$ cat src/rtl/control_out_pkg_hdl.sv
// Shared types, default parameters and helpers for the control_out capture path.
package control_out_pkg_hdl;

    localparam int unsigned DEF_NUM_CH = 4;
    localparam int unsigned DEF_CTRL_W = 16;
    localparam int unsigned DEF_DEPTH  = 8;
    localparam int unsigned DEF_TS_W   = 16;
    localparam int unsigned DEF_CNT_W  = 8;

    // Width of a channel index; a single channel still gets one bit.
    function automatic int unsigned ch_idx_w(input int unsigned num_ch);
        return (num_ch <= 1) ? 1 : $clog2(num_ch);
    endfunction

    localparam int unsigned DEF_CH_W = ch_idx_w(DEF_NUM_CH);

    // Per-channel holding register occupancy.
    typedef enum logic {
        HOLD_EMPTY = 1'b0,
        HOLD_FULL  = 1'b1
    } hold_state_e;

    // FIFO entry as seen by the HVL proxy at default widths.
    typedef struct packed {
        logic [DEF_CTRL_W-1:0] data;
        logic [DEF_CH_W-1:0]   ch;
        logic [DEF_TS_W-1:0]   ts;
    } co_entry_t;

endpackage

$ cat src/rtl/control_out_rr_arb.sv
// Round-robin arbiter over full holding registers, starting the search at rr_ptr.
module control_out_rr_arb
    import control_out_pkg_hdl::*;
#(
    parameter int unsigned NUM_CH = DEF_NUM_CH
) (
    input  logic [NUM_CH-1:0]                 req,
    input  logic [ch_idx_w(NUM_CH)-1:0]       rr_ptr,
    input  logic                              enable,
    output logic [NUM_CH-1:0]                 grant_c,
    output logic [ch_idx_w(NUM_CH)-1:0]       grant_idx_c,
    output logic                              grant_valid_c
);

    localparam int unsigned CH_W = ch_idx_w(NUM_CH);

    // First requester at or after rr_ptr (wrapping) wins, only when a push is possible.
    always_comb begin
        logic [CH_W-1:0] idx;
        idx           = '0;
        grant_c       = '0;
        grant_idx_c   = '0;
        grant_valid_c = 1'b0;
        for (int unsigned k = 0; k < NUM_CH; k++) begin
            idx = CH_W'((32'(rr_ptr) + k) % NUM_CH);
            if (enable && !grant_valid_c && req[idx]) begin
                grant_valid_c = 1'b1;
                grant_idx_c   = idx;
                grant_c[idx]  = 1'b1;
            end
        end
    end

endmodule

$ cat src/rtl/control_out_capture.sv
// Multi-channel control_out capture: per-channel hold regs, round-robin into a timestamped FIFO.
module control_out_capture
    import control_out_pkg_hdl::*;
#(
    parameter int unsigned NUM_CH = DEF_NUM_CH,
    parameter int unsigned CTRL_W = DEF_CTRL_W,
    parameter int unsigned DEPTH  = DEF_DEPTH,
    parameter int unsigned TS_W   = DEF_TS_W,
    parameter int unsigned CNT_W  = DEF_CNT_W
) (
    input  logic                          clock,
    input  logic                          reset,
    input  logic [NUM_CH-1:0]             ch_valid,
    input  logic [NUM_CH*CTRL_W-1:0]      ch_data,
    input  logic                          change_mode,
    input  logic                          clr_stats,
    output logic                          out_valid,
    input  logic                          out_ready,
    output logic [CTRL_W-1:0]             out_data,
    output logic [ch_idx_w(NUM_CH)-1:0]   out_ch,
    output logic [TS_W-1:0]               out_ts,
    output logic [$clog2(DEPTH):0]        fifo_count,
    output logic [CNT_W-1:0]              drop_cnt,
    output logic [NUM_CH-1:0]             drop_flag
);

    localparam int unsigned CH_W   = ch_idx_w(NUM_CH);
    localparam int unsigned PTR_W  = $clog2(DEPTH);
    localparam int unsigned FCNT_W = PTR_W + 1;
    localparam int unsigned SUM_W  = CNT_W + 5;

    logic [TS_W-1:0]                 ts_q;
    hold_state_e                     hold_state_q [NUM_CH];
    hold_state_e                     hold_state_d [NUM_CH];
    logic [NUM_CH-1:0][CTRL_W-1:0]   hold_data_q;
    logic [NUM_CH-1:0][TS_W-1:0]     hold_ts_q;
    logic [NUM_CH-1:0][CTRL_W-1:0]   last_q;
    logic [NUM_CH-1:0]               seen_q;
    logic [CH_W-1:0]                 rr_ptr_q;

    logic [CTRL_W-1:0]               mem_data [DEPTH];
    logic [CH_W-1:0]                 mem_ch   [DEPTH];
    logic [TS_W-1:0]                 mem_ts   [DEPTH];
    logic [PTR_W-1:0]                wr_ptr_q;
    logic [PTR_W-1:0]                rd_ptr_q;

    logic [NUM_CH-1:0]               qual_c;
    logic [NUM_CH-1:0]               req_c;
    logic [NUM_CH-1:0]               drop_c;
    logic [NUM_CH-1:0]               grant_c;
    logic [CH_W-1:0]                 grant_idx_c;
    logic                            grant_valid_c;
    logic                            pop_c;
    logic                            push_ok_c;
    logic [FCNT_W-1:0]               count_d;
    logic [SUM_W-1:0]                drop_sum_c;
    logic [CNT_W-1:0]                drop_cnt_d;
    logic [NUM_CH-1:0]               drop_flag_d;

    assign pop_c     = out_valid & out_ready;
    assign push_ok_c = (fifo_count < FCNT_W'(DEPTH)) | pop_c;

    // Head is read straight from FIFO storage flops; no path from ch_* inputs.
    assign out_data = mem_data[rd_ptr_q];
    assign out_ch   = mem_ch[rd_ptr_q];
    assign out_ts   = mem_ts[rd_ptr_q];

    // Sample qualification: every strobe, or only strobes carrying a new value.
    always_comb begin
        qual_c = '0;
        for (int unsigned i = 0; i < NUM_CH; i++) begin
            if (change_mode) begin
                qual_c[i] = ch_valid[i] &&
                            (!seen_q[i] || (ch_data[i*CTRL_W +: CTRL_W] != last_q[i]));
            end else begin
                qual_c[i] = ch_valid[i];
            end
        end
    end

    // Hold reg next state; an ungranted full reg hit by a new sample is a drop.
    always_comb begin
        drop_c = '0;
        req_c  = '0;
        for (int unsigned i = 0; i < NUM_CH; i++) begin
            hold_state_d[i] = hold_state_q[i];
            req_c[i]        = (hold_state_q[i] == HOLD_FULL);
            case (hold_state_q[i])
                HOLD_EMPTY: begin
                    if (qual_c[i]) hold_state_d[i] = HOLD_FULL;
                end
                HOLD_FULL: begin
                    if (qual_c[i]) begin
                        hold_state_d[i] = HOLD_FULL;
                        drop_c[i]       = !grant_c[i];
                    end else if (grant_c[i]) begin
                        hold_state_d[i] = HOLD_EMPTY;
                    end
                end
                default: hold_state_d[i] = HOLD_EMPTY;
            endcase
        end
    end

    control_out_rr_arb #(
        .NUM_CH (NUM_CH)
    ) u_arb (
        .req           (req_c),
        .rr_ptr        (rr_ptr_q),
        .enable        (push_ok_c),
        .grant_c       (grant_c),
        .grant_idx_c   (grant_idx_c),
        .grant_valid_c (grant_valid_c)
    );

    // FIFO occupancy after this cycle's push/pop.
    always_comb begin
        count_d = fifo_count;
        case ({grant_valid_c, pop_c})
            2'b10:   count_d = fifo_count + FCNT_W'(1);
            2'b01:   count_d = fifo_count - FCNT_W'(1);
            default: count_d = fifo_count;
        endcase
    end

    // Saturating drop accumulation; clr_stats wins over a same-cycle drop.
    always_comb begin
        drop_sum_c = SUM_W'(drop_cnt);
        for (int unsigned i = 0; i < NUM_CH; i++) begin
            drop_sum_c = drop_sum_c + SUM_W'(drop_c[i]);
        end
        if (clr_stats) begin
            drop_cnt_d  = '0;
            drop_flag_d = '0;
        end else begin
            drop_cnt_d  = (drop_sum_c > SUM_W'({CNT_W{1'b1}})) ? '1 : drop_sum_c[CNT_W-1:0];
            drop_flag_d = drop_flag | drop_c;
        end
    end

    // Timestamp, hold regs, change-detect history and round-robin pointer.
    always_ff @(posedge clock) begin
        if (reset) begin
            ts_q        <= '0;
            hold_data_q <= '0;
            hold_ts_q   <= '0;
            last_q      <= '0;
            seen_q      <= '0;
            rr_ptr_q    <= '0;
            for (int unsigned i = 0; i < NUM_CH; i++) begin
                hold_state_q[i] <= HOLD_EMPTY;
            end
        end else begin
            ts_q <= ts_q + TS_W'(1);
            for (int unsigned i = 0; i < NUM_CH; i++) begin
                hold_state_q[i] <= hold_state_d[i];
                if (qual_c[i]) begin
                    hold_data_q[i] <= ch_data[i*CTRL_W +: CTRL_W];
                    hold_ts_q[i]   <= ts_q;
                    last_q[i]      <= ch_data[i*CTRL_W +: CTRL_W];
                    seen_q[i]      <= 1'b1;
                end
            end
            if (grant_valid_c) begin
                rr_ptr_q <= (grant_idx_c == CH_W'(NUM_CH - 1)) ? '0 : grant_idx_c + CH_W'(1);
            end
        end
    end

    // FIFO storage, pointers and registered occupancy/valid.
    always_ff @(posedge clock) begin
        if (reset) begin
            wr_ptr_q   <= '0;
            rd_ptr_q   <= '0;
            fifo_count <= '0;
            out_valid  <= 1'b0;
            for (int unsigned d = 0; d < DEPTH; d++) begin
                mem_data[d] <= '0;
                mem_ch[d]   <= '0;
                mem_ts[d]   <= '0;
            end
        end else begin
            if (grant_valid_c) begin
                mem_data[wr_ptr_q] <= hold_data_q[grant_idx_c];
                mem_ch[wr_ptr_q]   <= grant_idx_c;
                mem_ts[wr_ptr_q]   <= hold_ts_q[grant_idx_c];
                wr_ptr_q           <= wr_ptr_q + PTR_W'(1);
            end
            if (pop_c) begin
                rd_ptr_q <= rd_ptr_q + PTR_W'(1);
            end
            fifo_count <= count_d;
            out_valid  <= (count_d != '0);
        end
    end

    // Drop statistics registers.
    always_ff @(posedge clock) begin
        if (reset) begin
            drop_cnt  <= '0;
            drop_flag <= '0;
        end else begin
            drop_cnt  <= drop_cnt_d;
            drop_flag <= drop_flag_d;
        end
    end

endmodule
$ cat config.mk
export PLATFORM = sky130hd
export DESIGN_NAME = control_out_capture
export DESIGN_NICKNAME = d
export VERILOG_FILES = /design/src/rtl/control_out_pkg_hdl.sv /design/src/rtl/control_out_rr_arb.sv /design/src/rtl/control_out_capture.sv
export SDC_FILE = /design/constraint.sdc
export NUM_CORES = 1
export LEC_CHECK = 0
export CAP_MARGIN = 20
export CORE_AREA = 2 2 234 236
export CTS_BUF_LIST = sky130_fd_sc_hd__clkbuf_8
export DETAILED_ROUTE_END_ITERATION = 16
export DIE_AREA = 0 0 236 238
export GPL_TIMING_DRIVEN = 1
export PLACE_DENSITY = 0.64
export SYNTH_ARGS = -nofsm -noshare
export SYNTH_HDL_FRONTEND = slang
export SYNTH_HIERARCHICAL = 1
export SYNTH_SLANG_ARGS = --single-unit
$ cat constraint.sdc
create_clock -name clock -period 11.4 [get_ports clock]
set_input_delay 1.71 -clock clock [delete_from_list [all_inputs] [get_ports clock]]
set_output_delay 1.71 -clock clock [all_outputs]
set_load 0.02 [all_outputs]
==> results_dict.tcl <==
set metrics [dict create \
    holdPathEnd "drop_flag[3]" \
    period_needed_ns 5.471 \
    synthArstFlopShare_pct 0 \
    synth-adder-area-share_pct 1.123 \
    path_buf_inv 2 \
    synth_area_um2 23840 \
    area_delta_synth_final_pct 12.77 \
    syn_area_per_cell_um2 10.84 \
    post_cts_resized 0 \
    clk_pin_slew_worst_paths_ns 0.06 \
    hold_viol 0 \
    clock_sinks 452 \
    final_common_cell "edfxtp_1" \
    ios 124 \
    power.density_nw_per_um2 205.8 \
    fill_cells 4754 \
    p_leak_nw 9.575 \
    period_share_pct 47.99 \
    h-tree-depth 3 \
    gp_congestion 0.8071 \
    portBuffers 123 \
    postCtsSetupRepairBufs 0 \
    place_hpwl_mm 40.57 \
    path_max_fanout 44 \
    syn_inst 2198 \
    clkLatencyLatePin_ns 0.67 \
    die_x_um 236 \
    setup_violations 0 \
    grt_max_degree 113 \
    hold_path_startpoint "drop_flag[3]" \
    synth-seq-cells 452 \
    synth_top_family_by_area "simple AND/OR/NAND/NOR gates" \
    ctsHoldBuffers 0 \
    multiInputGateArea_um2 11060 \
    yosysTopAreaCellShare_pct 34.27 \
    end_kind "primary output" \
    synth-main-ff-cell "edfxtp_1" \
    maxSlewHeadroom_pct 25.96 \
    vias 18100 \
    nets 2322 \
    netSwitchingPower_mw 2.032 \
    critical_path_arrival_ns 3.76 \
    synthTopCellsByArea "edfxtp_1 34%, dfxtp_1 15%, mux4_2 8.4%, nor3b_1 3.8%, nor2_1 3.7%" \
    max-cap-violations 0 \
    r2r-start "rr_ptr_q[0]" \
    ys_seq_area_share_pct 49.39 \
    grt_setup_unrepaired "no" \
    synth.mux.area_fraction_pct 12.06 \
    cts-root-buf "clkbuf_8" \
    drt_wl_total_mm 67.25 \
    path_cells "buf_4 > mux4_2 > mux2_2 > clkdlybuf4s50_1" \
    die_area_um2 56170 \
    synth_top_area_cell "edfxtp_1" \
    rr_worst_depth 13 \
    viasPerCell 6.070 \
    ys_warn_count 6 \
    status "finished, final reports clean" \
    synth_nets 2290 \
    core-area_um2 53500 \
    maxSlewViolCount 0 \
    power_switching_share_pct 36.72 \
    antenna_left 0 \
    critPathKind "flop to primary output" \
    hold_class "flop to flop" \
    drc 0 \
    clockBufferDepth 3 \
    pwr-share-clk_pct 26.8 \
    drtPass1Iterations 5 \
    antenna_found_initial 1 \
    die_y_um 238 \
    finalSetupTns_ns 0 \
    grt_util_all_layers_pct 23.86 \
    cp-start-kind "flop" \
    drt-initial-drc-count 1769 \
    whs_path_depth 2 \
    share_seq_of_total_power_pct 37.4 \
    yosysUniqueCellTypes 65 \
    crit_family "buffers and inverters" \
    cp_slowest_cell "buf_4" \
    routedWlPerCell_um 22.55 \
    r2r_setup_slack_ns 5.99 \
    rr_endpoint "mem_data[0][1]" \
    synth-xor-area-share_pct 3.013 \
    drive_gt1_share_pct 14.01 \
    seqCellArea_um2 11780 \
    skew_ns 0.02991 \
    critPathMaxStageDelay_ns 0.82 \
    rows 85 \
    mostFrequentLayoutCells "272 x edfxtp_1, 233 x nor2_1, 177 x dfxtp_1, 163 x nand2_1, 121 x nor3b_1" \
    synth-simple-area-share_pct 23.34 \
    crit_required_ns 9.69 \
    p_comb_share_pct 35.8 \
    start_util_pct 44.56 \
    synth_compound_area_share_pct 6.572 \
    cts_tree "built" \
    grt_pass1_wl_mm 104.3 \
    power_mw 5.532 \
    cts_buffers 79 \
    grt_remaining_overflow 0 \
    grt_pass1_vias 17760 \
    worst_pin_slew_ns 1.111 \
    p_int_mw 3.501 \
    max-vdd-ir-drop_uv 135.1 \
    max_clock_freq_mhz 182.8 \
    synth_edf_count 272 \
]
## layer usage
metal / part of all wire [%] / wire length [µm] / global-route usage (%) / up-vias
li1: - / - / - / 8269
met1: 42 / 28540 / 31.81 / 9064
met2: 49 / 32800 / 39.98 / 658
met3: 6.0 / 4002 / 3.552 / 111
met4: 2.8 / 1916 / 8.010 / 0
met5: 0 / 0 / 0 / -
## area by class of cell
type                       count  share of cell area [%]
clock buffer                  87                   4.455
tap                          696                   3.240
clock inverter                48                   1.201
timing repair buffer         163                   5.753
multi-input combinational   1508                   41.15
antenna                        2                 0.01862
inverter                      26                  0.3677
sequential                   452                   43.82
## per-stage QoR
stage	setup slack (ns)	instances	hold WS, ns	instance area, µm²	util [%]
after floorplan	6.587	2198	0.4318	23840	-
after global placement	5.580	2842	0.4414	25300	47.30
after detailed placement	5.523	2842	0.4418	25300	47.30
after CTS	5.792	2977	0.4562	26820	50.14
after global routing	5.573	2980	0.4789	26870	50.24
final	5.929	2982	0.4548	26880	50.25
## flip-flops by register name, indices dropped and copies added, names as in the netlist, named ones only
signal	cells
drop_flag	4
wr_ptr_q	3
out_valid	1
last_q	64
rr_ptr_q	2
mem_ch	16
hold_ts_q	64
mem_ts	128
hold_state_q	4
fifo_count	4
mem_data	128
seen_q	4
drop_cnt	8
ts_q	16
rd_ptr_q	3
## synth_stat cells, types with 32 or more instances
| library cell | number |
|---|---|
| a21oi_1 | 105 |
| and2_1 | 66 |
| and3_1 | 69 |
| and4_1 | 39 |
| buf_2 | 43 |
| clkbuf_1 | 128 |
| dfxtp_1 | 180 |
| edfxtp_1 | 272 |
| mux2_2 | 45 |
| mux4_2 | 89 |
| nand2_1 | 163 |
| nand4_1 | 91 |
| nor2_1 | 234 |
| nor2b_1 | 51 |
| nor3_1 | 88 |
| nor3b_1 | 122 |
| o311ai_0 | 79 |
| or4_1 | 32 |
| xnor2_1 | 57 |
## cells by family after synthesis
| group | count (synthesis) |
|---|---|
| multiplexers | 166 |
| AND/OR/NAND/NOR | 1010 |
| buffers and inverters | 238 |
| adder cells (fa/ha/maj) | 19 |
| flip-flops | 452 |
| AO/OA/AOI/OAI | 231 |
| XOR/XNOR | 82 |
## power by group through the flow
stage	sequential [mW]	combinational (mW)	clock [mW]
final	2.07	1.98	1.48
after global routing	2.09	2.11	1.58
after CTS	2.07	1.96	1.51
after detailed placement	2.10	1.96	0
after global placement	2.09	1.93	0
after floorplan	2.04	1.28	0
## tightest hold or removal path, delay by kind of cell (launching register included)
family	cells	cell delay (ns)
flip-flops	1	0.31
AO/OA/AOI/OAI	1	0.05
buffers and inverters	1	0.05
## worst max-delay path by stage
stage,depth (start not counted),endpoint,startpoint,slack [ns]
final,4,out_data[3],flop,5.93
after global routing,13,mem_data[0][4],rr_ptr_q[0],5.57
after CTS,4,out_data[3],flop,5.79
after detailed placement,10,mem_data[0][0],out_ready,5.52
after global placement,14,drop_cnt[0],ch_data[15],5.58
after floorplan,15,drop_cnt[0],out_ready,6.59
No activity file was read; power rests on OpenSTA's default activity.
